<file path="src/rtl/stage_fetch_buffered_if.sv">
// rtl/stage_fetch_buffered_if.sv - imem request/response and IF->ID handshake bundle for stage_fetch_buffered
interface stage_fetch_buffered_if;
    logic        imem_req_valid_o;
    logic        imem_req_ready_i;
    logic [31:0] imem_addr_o;
    logic        imem_rsp_valid_i;
    logic [31:0] imem_rsp_data_i;
    logic        if_valid_o;
    logic        id_ready_i;
    logic [31:0] if_instr_o;
    logic [31:0] if_pc_o;
    logic [31:0] if_pc_plus_four_o;
    logic        if_misalign_o;

    modport master (
        output imem_req_valid_o, imem_addr_o,
        input  imem_req_ready_i, imem_rsp_valid_i, imem_rsp_data_i,
        output if_valid_o, if_instr_o, if_pc_o, if_pc_plus_four_o, if_misalign_o,
        input  id_ready_i
    );

    modport slave (
        input  imem_req_valid_o, imem_addr_o,
        output imem_req_ready_i, imem_rsp_valid_i, imem_rsp_data_i,
        input  if_valid_o, if_instr_o, if_pc_o, if_pc_plus_four_o, if_misalign_o,
        output id_ready_i
    );
endinterface

</file>
<file path="src/rtl/stage_fetch_buffered.sv">
// rtl/stage_fetch_buffered.sv - decoupled RV32I fetch stage with credit-limited imem fetch and instruction FIFO
// Optional FETCH_MISALIGN_CHK_EN: misaligned redirect targets yield one flagged nop entry instead of a fetch.
module stage_fetch_buffered #(
    parameter logic [31:0] RESET_ADDR      = 32'h0000_0000,
    parameter int          FIFO_DEPTH      = 4,
    parameter int          MAX_OUTSTANDING = 2
) (
    input  logic        clk,
    input  logic        rst_ni,
    input  logic        squash_i,
    input  logic        instr_jal_i,
    input  logic        instr_jalr_i,
    input  logic        branch_taken_i,
    input  logic [31:0] jal_addr_i,
    input  logic [31:0] jalr_addr_i,
    input  logic [31:0] branch_addr_i,
    stage_fetch_buffered_if.master bus
);
    localparam int PW = $clog2(FIFO_DEPTH);
    localparam int CW = PW + 1;
    localparam int OW = $clog2(MAX_OUTSTANDING + 1);
    localparam int TW = (MAX_OUTSTANDING > 1) ? $clog2(MAX_OUTSTANDING) : 1;

    typedef enum logic {S_FETCH, S_FLUSH} state_t;

    state_t        state;
    logic          live_r;
    logic [31:0]   pc_r;
    logic [31:0]   q_instr [FIFO_DEPTH];
    logic [31:0]   q_pc    [FIFO_DEPTH];
    logic [31:0]   q_pc4   [FIFO_DEPTH];
    logic [PW-1:0] wr_ptr, rd_ptr;
    logic [CW-1:0] count;
    logic [OW-1:0] outstanding, drop_cnt, out_next;
    logic [31:0]   tag_pc  [MAX_OUTSTANDING];
    logic [TW-1:0] tag_wr, tag_rd;

    logic        redirect, flush, credit_ok, req_valid, req_fire, rsp;
    logic        push, push_rsp, push_mis, pop, pc_mis;
    logic [31:0] target_raw, target, next_pc, push_instr, push_pc;

    assign redirect   = instr_jalr_i | branch_taken_i | instr_jal_i;
    assign flush      = redirect | squash_i;
    assign target_raw = instr_jalr_i   ? jalr_addr_i   :
                        branch_taken_i ? branch_addr_i : jal_addr_i;
    assign next_pc    = redirect ? target : pc_r;

`ifdef FETCH_MISALIGN_CHK_EN
    logic q_mis [FIFO_DEPTH];
    logic mis_done_r;

    assign target   = target_raw;
    assign pc_mis   = (pc_r[1:0] != 2'b00);
    // No request is ever issued from a misaligned pc, so outstanding==0 here means FLUSH has drained.
    assign push_mis = live_r && !flush && (state == S_FETCH) && pc_mis && !mis_done_r
                      && (outstanding == '0);
    assign bus.if_misalign_o = (count != '0) ? q_mis[rd_ptr] : 1'b0;
`else
    assign target   = target_raw & ~32'h3;
    assign pc_mis   = 1'b0;
    assign push_mis = 1'b0;
    assign bus.if_misalign_o = 1'b0;
`endif

    assign credit_ok = (int'(outstanding) < MAX_OUTSTANDING)
                    && (int'(count) + int'(outstanding) < FIFO_DEPTH);
    assign req_valid = live_r && (state == S_FETCH) && credit_ok && !pc_mis;
    assign req_fire  = req_valid && bus.imem_req_ready_i;
    assign rsp       = bus.imem_rsp_valid_i;
    assign out_next  = outstanding + OW'(req_fire) - OW'(rsp);

    assign push_rsp   = !flush && (state == S_FETCH) && rsp;
    assign push       = push_rsp || push_mis;
    assign pop        = (count != '0) && bus.id_ready_i && !flush;
    assign push_instr = push_mis ? 32'h0000_0013 : bus.imem_rsp_data_i;
    assign push_pc    = push_mis ? pc_r : tag_pc[tag_rd];

    assign bus.imem_req_valid_o  = req_valid;
    assign bus.imem_addr_o       = pc_r;
    assign bus.if_valid_o        = (count != '0);
    assign bus.if_instr_o        = q_instr[rd_ptr];
    assign bus.if_pc_o           = q_pc[rd_ptr];
    assign bus.if_pc_plus_four_o = q_pc4[rd_ptr];

    always_ff @(posedge clk or negedge rst_ni) begin
        if (!rst_ni) begin
            state       <= S_FETCH;
            live_r      <= 1'b0;
            pc_r        <= RESET_ADDR;
            wr_ptr      <= '0;
            rd_ptr      <= '0;
            count       <= '0;
            outstanding <= '0;
            drop_cnt    <= '0;
            tag_wr      <= '0;
            tag_rd      <= '0;
            for (int i = 0; i < FIFO_DEPTH; i++) begin
                q_instr[i] <= '0;
                q_pc[i]    <= '0;
                q_pc4[i]   <= '0;
            end
            for (int i = 0; i < MAX_OUTSTANDING; i++) tag_pc[i] <= '0;
`ifdef FETCH_MISALIGN_CHK_EN
            for (int i = 0; i < FIFO_DEPTH; i++) q_mis[i] <= 1'b0;
            mis_done_r <= 1'b0;
`endif
        end else begin
            live_r      <= 1'b1;
            outstanding <= out_next;

            // Tags track every accepted request, including ones later dropped, to stay aligned with responses.
            if (req_fire) begin
                tag_pc[tag_wr] <= pc_r;
                tag_wr <= (tag_wr == TW'(MAX_OUTSTANDING - 1)) ? '0 : tag_wr + 1'b1;
            end
            if (rsp) tag_rd <= (tag_rd == TW'(MAX_OUTSTANDING - 1)) ? '0 : tag_rd + 1'b1;

            if (flush) begin
                count    <= '0;
                wr_ptr   <= '0;
                rd_ptr   <= '0;
                drop_cnt <= out_next;
                pc_r     <= next_pc;
                state    <= (out_next != '0) ? S_FLUSH : S_FETCH;
`ifdef FETCH_MISALIGN_CHK_EN
                mis_done_r <= 1'b0;
`endif
            end else begin
                case (state)
                    S_FETCH: if (req_fire) pc_r <= pc_r + 32'd4;
                    S_FLUSH: if (rsp) begin
                        drop_cnt <= drop_cnt - 1'b1;
                        if (drop_cnt == OW'(1)) state <= S_FETCH;
                    end
                    default: state <= S_FETCH;
                endcase

                if (push) begin
                    q_instr[wr_ptr] <= push_instr;
                    q_pc[wr_ptr]    <= push_pc;
                    q_pc4[wr_ptr]   <= push_pc + 32'd4;
`ifdef FETCH_MISALIGN_CHK_EN
                    q_mis[wr_ptr]   <= push_mis;
`endif
                    wr_ptr <= wr_ptr + 1'b1;
                end
                if (pop) rd_ptr <= rd_ptr + 1'b1;
                count <= count + CW'(push) - CW'(pop);
`ifdef FETCH_MISALIGN_CHK_EN
                if (push_mis) mis_done_r <= 1'b1;
`endif
            end
        end
    end
endmodule

</file>
<file path="src/flat_wrapper.sv">
// flat-port wrapper written by rule: the top's interface ports become plain ports
module stage_fetch_buffered_flat 
#(
    parameter logic [31:0] RESET_ADDR      = 32'h0000_0000,
    parameter int          FIFO_DEPTH      = 4,
    parameter int          MAX_OUTSTANDING = 2
)
  (clk, rst_ni, squash_i, instr_jal_i, instr_jalr_i, branch_taken_i, jal_addr_i, jalr_addr_i, branch_addr_i, bus_imem_req_valid_o, bus_imem_addr_o, bus_imem_req_ready_i, bus_imem_rsp_valid_i, bus_imem_rsp_data_i, bus_if_valid_o, bus_if_instr_o, bus_if_pc_o, bus_if_pc_plus_four_o, bus_if_misalign_o, bus_id_ready_i);
  stage_fetch_buffered_if bus_i ();
  input  logic clk;
  input  logic rst_ni;
  input  logic squash_i;
  input  logic instr_jal_i;
  input  logic instr_jalr_i;
  input  logic branch_taken_i;
  input  logic [31:0] jal_addr_i;
  input  logic [31:0] jalr_addr_i;
  input  logic [31:0] branch_addr_i;
  output wire logic [$bits(bus_i.imem_req_valid_o)-1:0] bus_imem_req_valid_o;
  output wire logic [$bits(bus_i.imem_addr_o)-1:0] bus_imem_addr_o;
  input wire logic [$bits(bus_i.imem_req_ready_i)-1:0] bus_imem_req_ready_i;
  input wire logic [$bits(bus_i.imem_rsp_valid_i)-1:0] bus_imem_rsp_valid_i;
  input wire logic [$bits(bus_i.imem_rsp_data_i)-1:0] bus_imem_rsp_data_i;
  output wire logic [$bits(bus_i.if_valid_o)-1:0] bus_if_valid_o;
  output wire logic [$bits(bus_i.if_instr_o)-1:0] bus_if_instr_o;
  output wire logic [$bits(bus_i.if_pc_o)-1:0] bus_if_pc_o;
  output wire logic [$bits(bus_i.if_pc_plus_four_o)-1:0] bus_if_pc_plus_four_o;
  output wire logic [$bits(bus_i.if_misalign_o)-1:0] bus_if_misalign_o;
  input wire logic [$bits(bus_i.id_ready_i)-1:0] bus_id_ready_i;
  assign bus_imem_req_valid_o = bus_i.imem_req_valid_o;
  assign bus_imem_addr_o = bus_i.imem_addr_o;
  assign bus_i.imem_req_ready_i = bus_imem_req_ready_i;
  assign bus_i.imem_rsp_valid_i = bus_imem_rsp_valid_i;
  assign bus_i.imem_rsp_data_i = bus_imem_rsp_data_i;
  assign bus_if_valid_o = bus_i.if_valid_o;
  assign bus_if_instr_o = bus_i.if_instr_o;
  assign bus_if_pc_o = bus_i.if_pc_o;
  assign bus_if_pc_plus_four_o = bus_i.if_pc_plus_four_o;
  assign bus_if_misalign_o = bus_i.if_misalign_o;
  assign bus_i.id_ready_i = bus_id_ready_i;
  stage_fetch_buffered #(.RESET_ADDR(RESET_ADDR), .FIFO_DEPTH(FIFO_DEPTH), .MAX_OUTSTANDING(MAX_OUTSTANDING)) u_core (.clk(clk), .rst_ni(rst_ni), .squash_i(squash_i), .instr_jal_i(instr_jal_i), .instr_jalr_i(instr_jalr_i), .branch_taken_i(branch_taken_i), .jal_addr_i(jal_addr_i), .jalr_addr_i(jalr_addr_i), .branch_addr_i(branch_addr_i), .bus(bus_i));
endmodule
</file>
<file path="config.mk">
export PLATFORM = sky130hd
export DESIGN_NAME = stage_fetch_buffered_flat
export DESIGN_NICKNAME = d
export VERILOG_FILES = /design/src/rtl/stage_fetch_buffered_if.sv /design/src/rtl/stage_fetch_buffered.sv /design/src/flat_wrapper.sv
export SDC_FILE = /design/constraint.sdc
export NUM_CORES = 1
export LEC_CHECK = 0
export ABC_CLOCK_PERIOD_IN_PS = 3720
export CORE_MARGIN = 1.5
export CORE_UTILIZATION = 41
export CTS_BUF_LIST = sky130_fd_sc_hd__clkbuf_4
export DETAILED_ROUTE_END_ITERATION = 8
export PLACE_DENSITY = 0.61
export SYNTH_ARGS = -nofsm -noshare
export SYNTH_HDL_FRONTEND = slang
export SYNTH_SLANG_ARGS = --single-unit
</file>
<file path="constraint.sdc">
create_clock -name clk -period 3.72 [get_ports clk]
set_input_delay 1.116 -clock clk [delete_from_list [all_inputs] [get_ports clk]]
set_output_delay 1.116 -clock clk [all_outputs]
set_load 0.05 [all_outputs]
</file>
==> metrics.md, run 1 <==
| Metric | Value |
|---|---|
| GRT Resource Usage Total | 0.242 |
| CTS tree | built |
| CTS Buffer Depth | 3 |
| Fin nets | 2665 |
| Final non-filler cell total | 3304 |
| Routed len/inst | 20.5 um |
| Final min period | 3.66 ns |
| Die footprint | 56600 um^2 |
| Via count | 18425 |
| RePlAce Congestion | 0.850 |
| Switch Pwr | 6100 uW |
| Crit path capture type | output pin |
| Fraction of registers with async set/reset | 1.00 |
| Multi-input logic area | 10200 um^2 |
| Post-placement cell area | 26100 um^2 |
| DRT Pass-1 Iters | 6 |
| Outcome | finished clean |
| Die Span Y | 238 um |
| Post-route ant nets | 0 |
| P_leak | 0.0134 uW |
| Max Freq | 0.274 GHz |
| Vias in the first global route | 18796 |
| Mapped Area | 22600 um^2 |
| HPWL after detailed placement | 43400 um |
| Final setup viols | 0 |
| Main synth FF type | dfrtp_1 |
| Switching Share | 0.370 |
| Drt first-iter violations | 1267 |
| Worst vdd ir | 0.276 mV |
| Post-route cell area | 28300 um^2 |
| Row cnt | 85 |
| Area Growth Syn to Fin | 25.1% |
| Worst slew pin tran | 1.05 ns |
| Pwr dens | 582 nW/um^2 |
| Worst-path clk slew | 0.06 ns |
| Flop pwr share | 0.389 |
| Setup CP Type | reg2out |
| Fin. Hold Viols | 0 |
| Worst setup SP type | flop |
| Antenna violations before repair | 5 |
| Worst skew pair latency | 0.93 ns |
| Hold Crit Depth | 2 |
| Total Routed Length | 67800 um |
| Dpl cells | 3061 |
| Syn. warnings | 0 |
| Critical-path top delay cell | mux4_2 |
| Remaining DRCs | 0 |
| Max cap viols | 0 |
| Post-synthesis cell count | 2185 |
| CP cell instances | buf_8 > clkbuf_16 > mux4_2 > buf_6 |
| Synthesized flop and latch total | 473 |
| Worst path max stage delay | 0.56 ns |
| Port Buffers | 254 |
| Clock sinks | 473 |
| Hold Path Class | reg2reg |
| Mapped Avg Cell Area | 10.4 um^2 |
| Setup repair after global routing missed its margin | true |
| Critical Path RT | 2.60 ns |
| H-tree Lvls | 4 |
| Fillers | 4952 |
| Final Max Slew Viols | 0 |
| Seq. cell area | 11800 um^2 |
| Path depth of the worst reg2reg path | 10 |
| Clk pwr share | 0.291 |
| Via-per-instance ratio | 5.58 |
| Number of CTS-inserted buffers | 132 |
| Setup Skew | 0.0401 ns |
| Post-synthesis sequential area ratio | 0.523 |
| Int Power | 10400 uW |
| Slew headroom | 0.277 |
| Peak fanout along the critical path | 8 |
| Fin crit share | 0.983 |
| Critical Path AT | 2.54 ns |
| Initial Utilization | 0.417 |
| Core footprint | 54200 um^2 |
| Reg2Reg Setup Slack | 0.77 ns |
| I/O pin total | 268 |
| Layout cells sized above 1 | 0.226 |
| Comb power frac | 0.320 |
| Global-route wire length before repair | 106000 um |
| Pin count of the biggest net entering global routing | 103 |
| CTS root buf | clkbuf_4 |
| Yosys cell types | 68 |
| Overflow after GRT | 0 |
| Post-synth EDFFs | 0 |
| Die width | 238 um |
## kinds of logic (layout without fill, tap and decap cells)
kind of cell	after synthesis	count (layout)	synth area share
flops	473	473	0.523
xor+xnor	32	32	0.0124
other cells	2	11	0.000332
compound gates	352	352	0.0924
simple gates	884	884	0.165
mux	255	255	0.168
fa+ha+maj	13	13	0.00752
buf+inv	174	588	0.0308
## path summary, 6_finish.rpt
check / start / end
worst max-delay path: u_core.rd_ptr[0] / bus_if_pc_o[3]
worst min-delay path: u_core.q_instr[3] / u_core.q_instr[3]
worst max register to register: u_core.tag_rd / u_core.q_pc4[54]
worst min register to register: u_core.q_instr[3] / u_core.q_instr[3]
max in group asynchronous: rst_ni / u_core.tag_pc[55]
min in group asynchronous: rst_ni / u_core.q_pc[109]
## per-layer routing
layer  GRT usage  up-vias  share of wire
met5           0        -        0.00019
met4      0.0744        2          0.019
met3      0.0678       85          0.078
met2       0.389      809           0.48
met1       0.318     9164           0.43
li1            -     8365              -
## state kept, by name, indices dropped and copies added, names as in the netlist
name,cells
u_core.q_instr,128
u_core.q_pc4,120
u_core.q_pc,120
u_core.tag_pc,60
u_core.bus.imem_addr_o,30
u_core.count,3
u_core.drop_cnt,2
u_core.outstanding,2
u_core.rd_ptr,2
u_core.wr_ptr,2
u_core.live_r,1
u_core.state,1
u_core.tag_rd,1
u_core.tag_wr,1
## synth_stat cells (12+ instances only)
library cell  count  share of area
nand2_1         647           0.11
dfrtp_1         473           0.52
o21ai_0         187          0.041
clkbuf_1        120          0.020
mux4_2           92          0.092
mux2_2           82          0.041
mux2i_1          80          0.035
nor2_1           67          0.011
a21oi_1          48          0.011
nand3_1          47          0.010
a21o_1           25         0.0083
nand4_1          25         0.0069
buf_1            21         0.0035
nor3_1           20         0.0044
xnor2_1          20         0.0077
a22oi_1          18         0.0060
inv_1            16         0.0027
or3_1            14         0.0039
and3_1           13         0.0036
ha_1             12         0.0066
xor2_1           12         0.0046
## worst max-delay path: cells and delay by family, from the launching register on
family                 cells  cell delay (ns)
muxes                      1             0.56
DFF                        1             0.52
buffers and inverters      3             0.53
## power by group through the flow
stage	registers [uW]	clock network [uW]	logic (uW)
2_1_floorplan	6400	0	3290
3_3_place_gp	6440	0	5030
3_5_place_dp	6490	0	5100
4_1_cts	6400	4930	5190
5_1_grt	6500	5260	5590
6_report	6410	4800	5280
## placed cells by master, fill, tap and decap left out, types with 22 or more instances in the layout
cell             count
nand2_1            647
dfrtp_1            470
clkbuf_4           197
o21ai_0            187
clkdlybuf4s50_1    158
buf_4               98
mux4_2              92
mux2_2              82
mux2i_1             80
nor2_1              66
buf_6               53
a21oi_1             48
nand3_1             43
nand4_1             25
a21o_1              25
buf_12              22
## final cells by class
type                       instances  share of cell area
clock buffer                     197              0.0522
clock inverter                    27             0.00663
multi-input combinational       1544               0.360
sequential                       473               0.418
tap                              696              0.0308
inverter                          17             0.00225
antenna                            3            0.000265
timing repair buffer             347               0.129
## repair_timing
action | CTS | global route
setup buffers | 9 | 1
resized for setup | 52 | 50
hold endpoints to repair | 6 | 0
hold buffers | 1 | 0
gates cloned | 2 | 3
setup endpoints to repair | 88 | 72
pin swaps | 2 | 1
## stage by stage
step	power, uW	hold WS [ns]	utilization	TNS [ns]	setup slack (ns)
floorplan	9690	0.433	-	0	0.0194
global placement	11500	0.444	0.481	-0.103	-0.103
detailed placement	11600	0.451	0.481	-0.0706	-0.0706
CTS	16500	0.464	0.517	-1.98	-0.0738
global route	17300	0.485	0.522	-2.18	-0.0771
finish	16500	0.462	0.522	0	0.0646
Note: power is estimated with default switching activity, not from simulation.
==> run 2: changes to the inputs <==
GPL_TIMING_DRIVEN = 0   (was default)
==> metrics.md, run 2 (synthesized netlist as in run 1, its figures left out) <==
| Metric | Value |
|---|---|
| Drt first-iter violations | 1325 |
| Pwr dens | 583 nW/um^2 |
| CTS root buf | clkbuf_4 |
| CTS tree | built |
| Initial Utilization | 0.417 |
| Crit path capture type | output pin |
| HPWL after detailed placement | 51500 um |
| Outcome | finished clean |
| Clock sinks | 473 |
| Final non-filler cell total | 3373 |
| Worst-path clk slew | 0.06 ns |
| Critical Path RT | 2.60 ns |
| Largest registers | u_core.q_instr x128, u_core.q_pc4 x120, u_core.q_pc x120 |
| Overflow after GRT | 0 |
| Vias in the first global route | 19133 |
| Final Max Slew Viols | 0 |
| Setup Skew | 0.0536 ns |
| Worst vdd ir | 0.283 mV |
| Setup CP Type | reg2out |
| DRT Pass-1 Iters | 5 |
| GRT Resource Usage Total | 0.259 |
| Hold buffers post-CTS | 0 |
| Pin count of the biggest net entering global routing | 110 |
| Core footprint | 54200 um^2 |
| Fin crit share | 0.989 |
| Reg2reg start | u_core.tag_rd |
| Peak fanout along the critical path | 10 |
| Setup repair after global routing missed its margin | true |
| Reg2Reg Setup Slack | 0.25 ns |
| I/O pin total | 268 |
| Slew headroom | 0.178 |
| Worst reg2reg endpoint | u_core.q_pc4[22] |
| Die footprint | 56600 um^2 |
| Row cnt | 85 |
| Routed len/inst | 21.3 um |
| Layout cells sized above 1 | 0.199 |
| Max reg flops | 128 |
| Area Growth Syn to Fin | 22.5% |
| Fin nets | 2737 |
| Antenna violations before repair | 2 |
| Final min period | 3.68 ns |
| Dpl cells | 3143 |
| Total Routed Length | 71900 um |
| Largest Register | u_core.q_instr |
| Number of CTS-inserted buffers | 136 |
| Post-route ant nets | 0 |
| Die Span Y | 238 um |
| Critical Path AT | 2.56 ns |
| Worst slew pin tran | 1.20 ns |
| Final setup viols | 0 |
| CTS Buffer Depth | 3 |
| RePlAce Congestion | 0.878 |
| Die width | 238 um |
| Max Freq | 0.272 GHz |
| Path depth of the worst reg2reg path | 13 |
| Worst setup SP type | flop |
| Global-route wire length before repair | 111000 um |
| Port Buffers | 252 |
| Fin. Hold Viols | 0 |
| Hold WS | 0.207 ns |
| P_leak | 0.0132 uW |
| Commonest non-fill, non-tap cell in the layout | nand2_1 |
| H-tree Lvls | 4 |
| Via count | 18698 |
| Worst skew pair latency | 0.98 ns |
| Hold Path Class | in2async |
| Most frequent cells in the layout | 647 x nand2_1, 472 x dfrtp_1, 195 x clkbuf_4 |
| Via-per-instance ratio | 5.54 |
| Remaining DRCs | 0 |
| Max cap viols | 0 |
-- run 2: cell count changes in the layout (fill, tap and decap cells not counted), sizes merged, moves of 2 or more --
cell	change
bufinv	-2
inv	+3
clkdlybuf4s15	+5
buf	-54
clkbuf	+113
clkinv	+6
-- run 2: layer usage --
| metal | up-vias | GRT usage | share of wire |
|---|---|---|---|
| met2 | 757 | 0.431 | 0.49 |
| met5 | - | 0 | 0 |
| met4 | 0 | 0.106 | 0.033 |
| li1 | 8507 | - | - |
| met1 | 9295 | 0.325 | 0.41 |
| met3 | 139 | 0.0632 | 0.070 |
-- run 2: critical path, stage by stage, from the launching register on --
cell and delay (ns):
dfrtp_2 0.42, buf_12 0.18, buf_12 0.18, mux4_2 0.59, buf_4 0.22
-- run 2: power breakdown --
part | leakage, uW | total, uW | switching, uW | internal [uW]
sequential | 0.00640 | 6370 | 534 | 5830
clock | 0.000967 | 4640 | 2230 | 2410
combinational | 0.00580 | 5160 | 3440 | 1720
total | 0.0132 | 16200 | 6200 | 9970
-- run 2: what timing repair did --
action                                  4_1_cts  5_1_grt
buffers inserted                              1        3
gates resized for setup                     596       15
pin swaps                                     2        0
endpoints found under the setup margin      146       83
-- run 2: final cells by class --
class | instances | area [um^2]
inverter | 17 | 63.8
tap | 696 | 871
buffer | 155 | 817
antenna | 4 | 10.0
multi-input combinational | 1544 | 10200
clock buffer | 191 | 1430
timing repair buffer | 260 | 2380
fill | 5075 | 26500
sequential | 473 | 11800
clock inverter | 33 | 158
-- run 2: worst max-delay path by stage --
stage	cells past startpoint	startpoint	end	slack [ns]
floorplan	14	instr_jalr_i	u_core.count[2]	0.02
global placement	1	rst_ni	u_core.q_instr[25]	-18.97
detailed placement	5	u_core.rd_ptr[0]	bus_if_pc_plus_four_o[27]	-1.07
CTS	4	u_core.rd_ptr[0]	bus_if_pc_plus_four_o[4]	-0.11
global route	4	u_core.rd_ptr[0]	bus_if_pc_o[17]	-0.04
finish	4	u_core.rd_ptr[0]	bus_if_pc_o[27]	0.04
-- run 2: metrics by stage --
step	worst slack (ns)	total power, uW	setup TNS [ns]	cell area (um^2)	utilization
after detailed placement	-1.07	11700	-194.86	26200	0.482
final	0.0410	16200	0	27700	0.511
after global placement	-18.97	11600	-9126.67	26100	0.480
after global routing	-0.0383	17000	-0.534	27700	0.511
after floorplan	0.0194	9690	0	22700	-
after CTS	-0.114	16300	-4.63	27700	0.510
